--- src/rtl/psram_arb_pkg.sv ---
// psram_arb_pkg: widths, port ids and FSM state encoding shared by the psram_arbiter files.
package psram_arb_pkg;
    localparam int ADDR_W = 23;
    localparam int DATA_W = 16;
    localparam logic PORT_DISP = 1'b0;
    localparam logic PORT_GEN = 1'b1;
    typedef enum logic [2:0] {
        ST_WAIT_GOOD = 3'd0,
        ST_IDLE      = 3'd1,
        ST_ISSUE     = 3'd2,
        ST_WAIT      = 3'd3,
        ST_DONE      = 3'd4
    } state_t;
endpackage

--- src/rtl/psram_arbiter_if.sv ---
// psram_arbiter_if: requester ports and psram_ctrlr application interface seen by the arbiter.
interface psram_arbiter_if;
    import psram_arb_pkg::*;
    logic              req0_valid, req1_valid, req0_we, req1_we;
    logic [ADDR_W-1:0] req0_addr, req1_addr;
    logic [DATA_W-1:0] req0_wdata, req1_wdata, req0_rdata, req1_rdata;
    logic              req0_grant, req1_grant, req0_done, req1_done, err_timeout;
    logic [ADDR_W-1:0] app_addr;
    logic [DATA_W-1:0] app_data_in, app_data_out;
    logic              app_wr, app_rd, app_burst_op;
    logic              app_ctrlr_good, app_op_begun, op_finished;
    modport master (
        output req0_valid, req1_valid, req0_we, req1_we, req0_addr, req1_addr, req0_wdata, req1_wdata,
        input  req0_grant, req1_grant, req0_done, req1_done, req0_rdata, req1_rdata, err_timeout,
        input  app_addr, app_data_in, app_wr, app_rd, app_burst_op,
        output app_ctrlr_good, app_op_begun, op_finished, app_data_out
    );
    modport slave (
        input  req0_valid, req1_valid, req0_we, req1_we, req0_addr, req1_addr, req0_wdata, req1_wdata,
        output req0_grant, req1_grant, req0_done, req1_done, req0_rdata, req1_rdata, err_timeout,
        output app_addr, app_data_in, app_wr, app_rd, app_burst_op,
        input  app_ctrlr_good, app_op_begun, op_finished, app_data_out
    );
endinterface

--- src/rtl/arb_prio2.sv ---
// arb_prio2: fixed priority to port 0, overridden for port 1 once port 0 has starved it long enough.
module arb_prio2
    import psram_arb_pkg::*;
#(
    parameter int SW = 3,
    parameter int STARVE_MAX = 4
) (
    input  logic          v0,
    input  logic          v1,
    input  logic [SW-1:0] starve_cnt,
    output logic          any,
    output logic          sel
);
    always_comb begin
        any = v0 | v1;
        sel = (v1 && (!v0 || starve_cnt >= SW'(STARVE_MAX))) ? PORT_GEN : PORT_DISP;
    end
endmodule

--- src/rtl/psram_arbiter.sv ---
// psram_arbiter: shares the psram_ctrlr application port between a display and a general requester,
// one single-word operation at a time, with starvation guard and hung-controller timeout.
module psram_arbiter
    import psram_arb_pkg::*;
#(
    parameter int STARVE_MAX = 4,
    parameter int TIMEOUT_CYCLES = 1023
) (
    input logic app_clk,
    input logic clr_n,
    psram_arbiter_if.slave bus
);
    localparam int SW = $clog2(STARVE_MAX + 1) < 3 ? 3 : $clog2(STARVE_MAX + 1);
    localparam int TW = $clog2(TIMEOUT_CYCLES + 1);

    state_t            state, nxt;
    logic [SW-1:0]     starve, starve_d;
    logic [TW-1:0]     tcnt, tcnt_d;
    logic              cmd_we, cmd_port, win_any, win_port, load, cap, strobe, strobe_d, timed_out;
    logic [1:0]        grant_d, done_d, grant_q, done_q;
    logic [ADDR_W-1:0] addr_q;
    logic [DATA_W-1:0] wdata_q, rdata0_q, rdata1_q;
    logic              wr_q, rd_q, err_q;

    arb_prio2 #(.SW(SW), .STARVE_MAX(STARVE_MAX)) u_prio (
        .v0(bus.req0_valid),
        .v1(bus.req1_valid),
        .starve_cnt(starve),
        .any(win_any),
        .sel(win_port)
    );

    assign strobe = wr_q | rd_q;

    always_ff @(posedge app_clk or negedge clr_n)
        if (!clr_n) state <= ST_WAIT_GOOD;
        else state <= nxt;

    always_comb begin
        nxt = state;
        grant_d = '0;
        done_d = '0;
        strobe_d = 1'b0;
        load = 1'b0;
        cap = 1'b0;
        timed_out = 1'b0;
        starve_d = starve;
        tcnt_d = tcnt;
        case (state)
            ST_WAIT_GOOD: nxt = bus.app_ctrlr_good ? ST_IDLE : ST_WAIT_GOOD;
            ST_IDLE:
                if (!bus.app_ctrlr_good) nxt = ST_WAIT_GOOD;
                else begin
                    starve_d = bus.req1_valid ? starve : '0;
                    if (win_any) begin
                        nxt = ST_ISSUE;
                        load = 1'b1;
                        grant_d[win_port] = 1'b1;
                        tcnt_d = '0;
                        starve_d = (win_port == PORT_GEN || !bus.req1_valid) ? '0 :
                                   (starve < SW'(STARVE_MAX)) ? starve + SW'(1) : starve;
                    end
                end
            ST_ISSUE: begin
                // op_begun only counts once our strobe is actually visible to the controller
                tcnt_d = tcnt + TW'(1);
                strobe_d = !(strobe && bus.app_op_begun);
                nxt = (strobe && bus.app_op_begun) ? ST_WAIT : ST_ISSUE;
            end
            ST_WAIT: begin
                tcnt_d = tcnt + TW'(1);
                if (bus.op_finished) begin
                    nxt = ST_DONE;
                    done_d[cmd_port] = 1'b1;
                    cap = !cmd_we;
                end
            end
            ST_DONE: nxt = ST_IDLE;
            default: nxt = ST_WAIT_GOOD;
        endcase
        if ((state == ST_ISSUE || state == ST_WAIT) && tcnt == TW'(TIMEOUT_CYCLES - 1) && nxt != ST_DONE) begin
            timed_out = 1'b1;
            nxt = ST_WAIT_GOOD;
            strobe_d = 1'b0;
            done_d = '0;
            done_d[cmd_port] = 1'b1;
        end
    end

    always_ff @(posedge app_clk or negedge clr_n)
        if (!clr_n) begin
            starve <= '0;
            tcnt <= '0;
            grant_q <= '0;
            done_q <= '0;
            wr_q <= 1'b0;
            rd_q <= 1'b0;
            err_q <= 1'b0;
            cmd_we <= 1'b0;
            cmd_port <= PORT_DISP;
            addr_q <= '0;
            wdata_q <= '0;
            rdata0_q <= '0;
            rdata1_q <= '0;
        end else begin
            starve <= starve_d;
            tcnt <= tcnt_d;
            grant_q <= grant_d;
            done_q <= done_d;
            wr_q <= strobe_d && cmd_we;
            rd_q <= strobe_d && !cmd_we;
            err_q <= err_q | timed_out;
            if (load) begin
                cmd_port <= win_port;
                cmd_we <= win_port ? bus.req1_we : bus.req0_we;
                addr_q <= win_port ? bus.req1_addr : bus.req0_addr;
                wdata_q <= win_port ? bus.req1_wdata : bus.req0_wdata;
            end
            if (cap && cmd_port == PORT_DISP) rdata0_q <= bus.app_data_out;
            if (cap && cmd_port == PORT_GEN) rdata1_q <= bus.app_data_out;
        end

    assign bus.req0_grant = grant_q[0];
    assign bus.req1_grant = grant_q[1];
    assign bus.req0_done = done_q[0];
    assign bus.req1_done = done_q[1];
    assign bus.req0_rdata = rdata0_q;
    assign bus.req1_rdata = rdata1_q;
    assign bus.err_timeout = err_q;
    assign bus.app_addr = addr_q;
    assign bus.app_data_in = wdata_q;
    assign bus.app_wr = wr_q;
    assign bus.app_rd = rd_q;
    assign bus.app_burst_op = 1'b0;
endmodule

--- src/flat_wrapper.sv ---
// flat-port wrapper written by rule: the top's interface ports become plain ports
module psram_arbiter_flat import psram_arb_pkg::*;
#(
    parameter int STARVE_MAX = 4,
    parameter int TIMEOUT_CYCLES = 1023
)
  (app_clk, clr_n, bus_req0_valid, bus_req1_valid, bus_req0_we, bus_req1_we, bus_req0_addr, bus_req1_addr, bus_req0_wdata, bus_req1_wdata, bus_req0_grant, bus_req1_grant, bus_req0_done, bus_req1_done, bus_req0_rdata, bus_req1_rdata, bus_err_timeout, bus_app_addr, bus_app_data_in, bus_app_wr, bus_app_rd, bus_app_burst_op, bus_app_ctrlr_good, bus_app_op_begun, bus_op_finished, bus_app_data_out);
  psram_arbiter_if bus_i ();
  input logic app_clk;
  input logic clr_n;
  input wire logic [$bits(bus_i.req0_valid)-1:0] bus_req0_valid;
  input wire logic [$bits(bus_i.req1_valid)-1:0] bus_req1_valid;
  input wire logic [$bits(bus_i.req0_we)-1:0] bus_req0_we;
  input wire logic [$bits(bus_i.req1_we)-1:0] bus_req1_we;
  input wire logic [$bits(bus_i.req0_addr)-1:0] bus_req0_addr;
  input wire logic [$bits(bus_i.req1_addr)-1:0] bus_req1_addr;
  input wire logic [$bits(bus_i.req0_wdata)-1:0] bus_req0_wdata;
  input wire logic [$bits(bus_i.req1_wdata)-1:0] bus_req1_wdata;
  output wire logic [$bits(bus_i.req0_grant)-1:0] bus_req0_grant;
  output wire logic [$bits(bus_i.req1_grant)-1:0] bus_req1_grant;
  output wire logic [$bits(bus_i.req0_done)-1:0] bus_req0_done;
  output wire logic [$bits(bus_i.req1_done)-1:0] bus_req1_done;
  output wire logic [$bits(bus_i.req0_rdata)-1:0] bus_req0_rdata;
  output wire logic [$bits(bus_i.req1_rdata)-1:0] bus_req1_rdata;
  output wire logic [$bits(bus_i.err_timeout)-1:0] bus_err_timeout;
  output wire logic [$bits(bus_i.app_addr)-1:0] bus_app_addr;
  output wire logic [$bits(bus_i.app_data_in)-1:0] bus_app_data_in;
  output wire logic [$bits(bus_i.app_wr)-1:0] bus_app_wr;
  output wire logic [$bits(bus_i.app_rd)-1:0] bus_app_rd;
  output wire logic [$bits(bus_i.app_burst_op)-1:0] bus_app_burst_op;
  input wire logic [$bits(bus_i.app_ctrlr_good)-1:0] bus_app_ctrlr_good;
  input wire logic [$bits(bus_i.app_op_begun)-1:0] bus_app_op_begun;
  input wire logic [$bits(bus_i.op_finished)-1:0] bus_op_finished;
  input wire logic [$bits(bus_i.app_data_out)-1:0] bus_app_data_out;
  assign bus_i.req0_valid = bus_req0_valid;
  assign bus_i.req1_valid = bus_req1_valid;
  assign bus_i.req0_we = bus_req0_we;
  assign bus_i.req1_we = bus_req1_we;
  assign bus_i.req0_addr = bus_req0_addr;
  assign bus_i.req1_addr = bus_req1_addr;
  assign bus_i.req0_wdata = bus_req0_wdata;
  assign bus_i.req1_wdata = bus_req1_wdata;
  assign bus_req0_grant = bus_i.req0_grant;
  assign bus_req1_grant = bus_i.req1_grant;
  assign bus_req0_done = bus_i.req0_done;
  assign bus_req1_done = bus_i.req1_done;
  assign bus_req0_rdata = bus_i.req0_rdata;
  assign bus_req1_rdata = bus_i.req1_rdata;
  assign bus_err_timeout = bus_i.err_timeout;
  assign bus_app_addr = bus_i.app_addr;
  assign bus_app_data_in = bus_i.app_data_in;
  assign bus_app_wr = bus_i.app_wr;
  assign bus_app_rd = bus_i.app_rd;
  assign bus_app_burst_op = bus_i.app_burst_op;
  assign bus_i.app_ctrlr_good = bus_app_ctrlr_good;
  assign bus_i.app_op_begun = bus_app_op_begun;
  assign bus_i.op_finished = bus_op_finished;
  assign bus_i.app_data_out = bus_app_data_out;
  psram_arbiter #(.STARVE_MAX(STARVE_MAX), .TIMEOUT_CYCLES(TIMEOUT_CYCLES)) u_core (.app_clk(app_clk), .clr_n(clr_n), .bus(bus_i));
endmodule
--- config.mk ---
export PLATFORM = sky130hd
export DESIGN_NAME = psram_arbiter_flat
export DESIGN_NICKNAME = d
export VERILOG_FILES = /design/src/rtl/psram_arb_pkg.sv /design/src/rtl/psram_arbiter_if.sv /design/src/rtl/arb_prio2.sv /design/src/rtl/psram_arbiter.sv /design/src/flat_wrapper.sv
export SDC_FILE = /design/constraint.sdc
export NUM_CORES = 1
export LEC_CHECK = 0
export CELL_PAD_IN_SITES_DETAIL_PLACEMENT = 0
export CELL_PAD_IN_SITES_GLOBAL_PLACEMENT = 1
export CORE_MARGIN = 5
export CORE_UTILIZATION = 26
export CTS_BUF_LIST = sky130_fd_sc_hd__clkbuf_2
export CTS_CLUSTER_DIAMETER = 100
export CTS_CLUSTER_SIZE = 24
export DETAILED_ROUTE_END_ITERATION = 6
export GPL_ROUTABILITY_DRIVEN = 0
export PLACE_DENSITY_LB_ADDON = 0.1
export REMOVE_ABC_BUFFERS = 1
export SYNTH_ARGS = -nofsm -noshare
export SYNTH_HDL_FRONTEND = slang
export SYNTH_SLANG_ARGS = --single-unit
--- constraint.sdc ---
create_clock -name app_clk -period 1.8 [get_ports app_clk]
set_clock_uncertainty 0.05 [all_clocks]
set_input_delay 0.18 -clock app_clk [delete_from_list [all_inputs] [get_ports app_clk]]
set_output_delay 0.18 -clock app_clk [all_outputs]
set_load 0.03 [all_outputs]
==> out/qor.yml <==
outcome: "finished, final reports clean"
io_buffer_count: 180
fin_setup_tns_ns: 0
r2r-end: "u_core.bus.req1_rdata[2]$_DFFE_PN0P_"
antenna_found_initial: 0
drt.antenna.violating_nets: 0
rows: 47
layout-drive-gt1-share_pct: 15.18
setup_viol: 0
finalCriticalPeriod_ns: 1.684
whs_ns: 0.07128
final_nets: 707
cts_root_buf: "clkbuf_2"
p_leak_nw: 3.000
cts_tree: "done"
wl_um: 14520
path_buf_inv: 1
rr_worst_depth: 4
cts_num_sinks: 96
grt_max_degree: 35
clockBufferDepth: 2
core-area_um2: 16520
vias: 3952
worst_ep_arrival_time_ns: 1.45
hp-class: "input pin to flop"
dp_hpwl_um: 10630
maxCapViolations: 0
criticalPathCategory: "flop to output pin"
grt_pass1_wl_um: 23380
fp.dieArea_um2: 19470
areaGrowthSynthToFinish_pct: 57.40
fmax_ghz: 0.5938
postLayoutCoreUtil_pct: 41.55
ios: 182
synth_warnings: 0
num_antenna_cells: 0
die_h_um: 139.5
power_per_cell_area_nw_per_um2: 1326
initial_core_util_pct: 26.40
drc: 0
cp-startpoint: "u_core.bus.err_timeout$_DFF_PN0_"
stdcell_count: 826
synth-edff-count: 0
final-hold-violation-count: 0
clk_latency_ns: 0.60
critical-path-top-delay-family: "flip-flops"
required_ns: 1.57
p_comb_share_pct: 49.6
syn_area_um2: 4362
wl_per_cell_um: 17.58
startpoint_type: "flop"
ys_async_sr_fraction_pct: 100.0
rrSetupSlack_ns: 0.14
final_common_cell: "clkdlybuf4s50_1"
vdd_drop_max_mv: 0.5052
synth.distinct_cells: 45
p_int_mw: 5.001
synth_top_flop_cell: "dfrtp_1"
avgSynthCellArea_um2: 11.13
slowest_stage: "dfrtp_1"
finalCritPeriodShare_pct: 93.57
clock_power_share_pct: 12.0
first_pass_iters: 4
grt_overflow: 0
rsz0062_at_grt: "false"
crit_path_cell_trace: "dlygate4sd2_1"
ys_seq_area_share_pct: 55.08
whs_path_depth: 3
r2r-start: "u_core.state[2]$_DFF_PN0_"
grt_use_total_pct: 15.05
final_cell_mix: "clkdlybuf4s50_1, dfrtp_1, dlygate4sd2_1, o21ai_0"
grt_pass1_vias: 4320
switching_share_pct: 45.05
worstSetupPathDepth: 1
critPathCapture: "bus_err_timeout"
cts.clk_slew.worst_paths_ns: 0.31
switchingPower_mw: 4.100
end_kind: "output pin"
seqPwrFrac_pct: 38.5
maxSlewViolCount: 0
htreeDepth: 3
cts_buffers: 9
die_w_um: 139.5
ys_ff_latch: 96
placed_cells: 795
crit_path_max_incr_delay_ns: 0.46
via_per_inst: 4.785
syn_inst: 392
drtIter0Drc: 152
cp_max_fo: 2
repair_timing:
action                                  CTS  global route
hold endpoints to repair                108             0
buffers inserted                          0             0
hold buffers                             15             0
gates cloned                              0             0
endpoints found under the setup margin   78             6
gates resized for setup                  78             6
Yosys cell counts (all sizes together) (3+ instances only):
cell / instances / area, um^2
nand4: 3 / 18.77
inv: 5 / 18.77
o211ai: 4 / 30.03
nor4: 4 / 40.04
o21ai: 39 / 195.2
a221o: 8 / 80.08
clkbuf: 24 / 90.09
nor2: 5 / 18.77
nand2: 10 / 40.04
nor3: 5 / 30.03
ha: 3 / 37.54
buf: 9 / 56.30
or4: 3 / 22.52
a21boi: 9 / 67.56
a21oi: 36 / 180.2
dfrtp: 96 / 2402
mux2i: 3 / 30.03
mux2: 33 / 409.1
a31oi: 32 / 200.2
nand3: 36 / 180.2
sequential cells by signal, indices dropped and copies added (netlist names):
| signal | count |
|---|---|
| u_core.bus.app_addr | 23 |
| u_core.bus.err_timeout | 1 |
| u_core.starve | 3 |
| u_core.bus.app_wr | 1 |
| u_core.bus.app_data_in | 16 |
| u_core.tcnt | 10 |
| u_core.grant_q | 2 |
| u_core.cmd_we | 1 |
| u_core.bus.req1_rdata | 16 |
| u_core.state | 3 |
| u_core.bus.req0_rdata | 16 |
| u_core.bus.app_rd | 1 |
| u_core.cmd_port | 1 |
| u_core.done_q | 2 |
metal layers:
layer  global-route usage [%]  up-vias  routed length, um
met4                    4.480        0                133
met2                    23.18      158               6479
met3                    5.557        8               1313
met5                        0        -                  0
li1                         -     1890                  -
met1                    19.83     1896               6596
logic make-up after synthesis:
logic type | count (synthesis) | share of synthesized area, %
other | 1 | 0.08598
adder cells (fa/ha/maj) | 3 | 0.8607
AND/OR/NAND/NOR | 77 | 10.33
AO/OA/AOI/OAI | 141 | 19.79
buffers and inverters | 38 | 3.787
multiplexers | 36 | 10.07
flip-flops | 96 | 55.08
final cells by class:
type                            instances  area (um^2)
Clock buffer                            9        45.04
Tap cell                              220        275.3
Multi-Input combinational cell        258         1799
Clock inverter                          7        72.57
Sequential cell                        96         2402
Fill cell                            1639         9659
Timing Repair Buffer                  231         2252
Inverter                                5        18.77
worst min path at each step:
stage	startpoint	end	slack, ns
4_1_cts	bus_req1_addr[6]	u_core.bus.app_addr[6]$_DFFE_PN0P_	0.0005
2_1_floorplan	clr_n	u_core.bus.app_addr[0]$_DFFE_PN0P_	-0.17
3_5_place_dp	clr_n	u_core.cmd_we$_DFFE_PN0P_	0.13
6_report	bus_req0_addr[10]	u_core.bus.app_addr[10]$_DFFE_PN0P_	0.07
3_3_place_gp	clr_n	u_core.cmd_we$_DFFE_PN0P_	0.12
5_1_grt	bus_req0_addr[1]	u_core.bus.app_addr[1]$_DFFE_PN0P_	0.007
per-stage QoR:
stage,instance area [um^2],power (mW),worst slack [ns]
floorplan,4215,6.130,-0.5403
global placement,6678,8.565,-0.04495
detailed placement,6678,8.600,-0.06777
CTS,6858,9.229,0.01575
global route,6865,9.728,0.004280
finish,6865,9.101,0.1158
worst reg2reg max path, cell delays in order (launching register included):
cell      delay [ns]
dfrtp_1         0.44
nand2b_1        0.25
nor4b_4         0.30
buf_12          0.21
mux2_2          0.35
power by group through the flow:
| stage | clock [mW] | sequential (mW) | combinational (mW) |
|---|---|---|---|
| finish | 1.09 | 3.50 | 4.51 |
| global route | 1.22 | 3.63 | 4.88 |
| CTS | 1.14 | 3.51 | 4.57 |
| detailed placement | 0 | 3.57 | 5.03 |
| global placement | 0 | 3.56 | 5.00 |
| floorplan | 0 | 4.87 | 1.26 |
No activity file was read; power rests on OpenSTA's default activity.
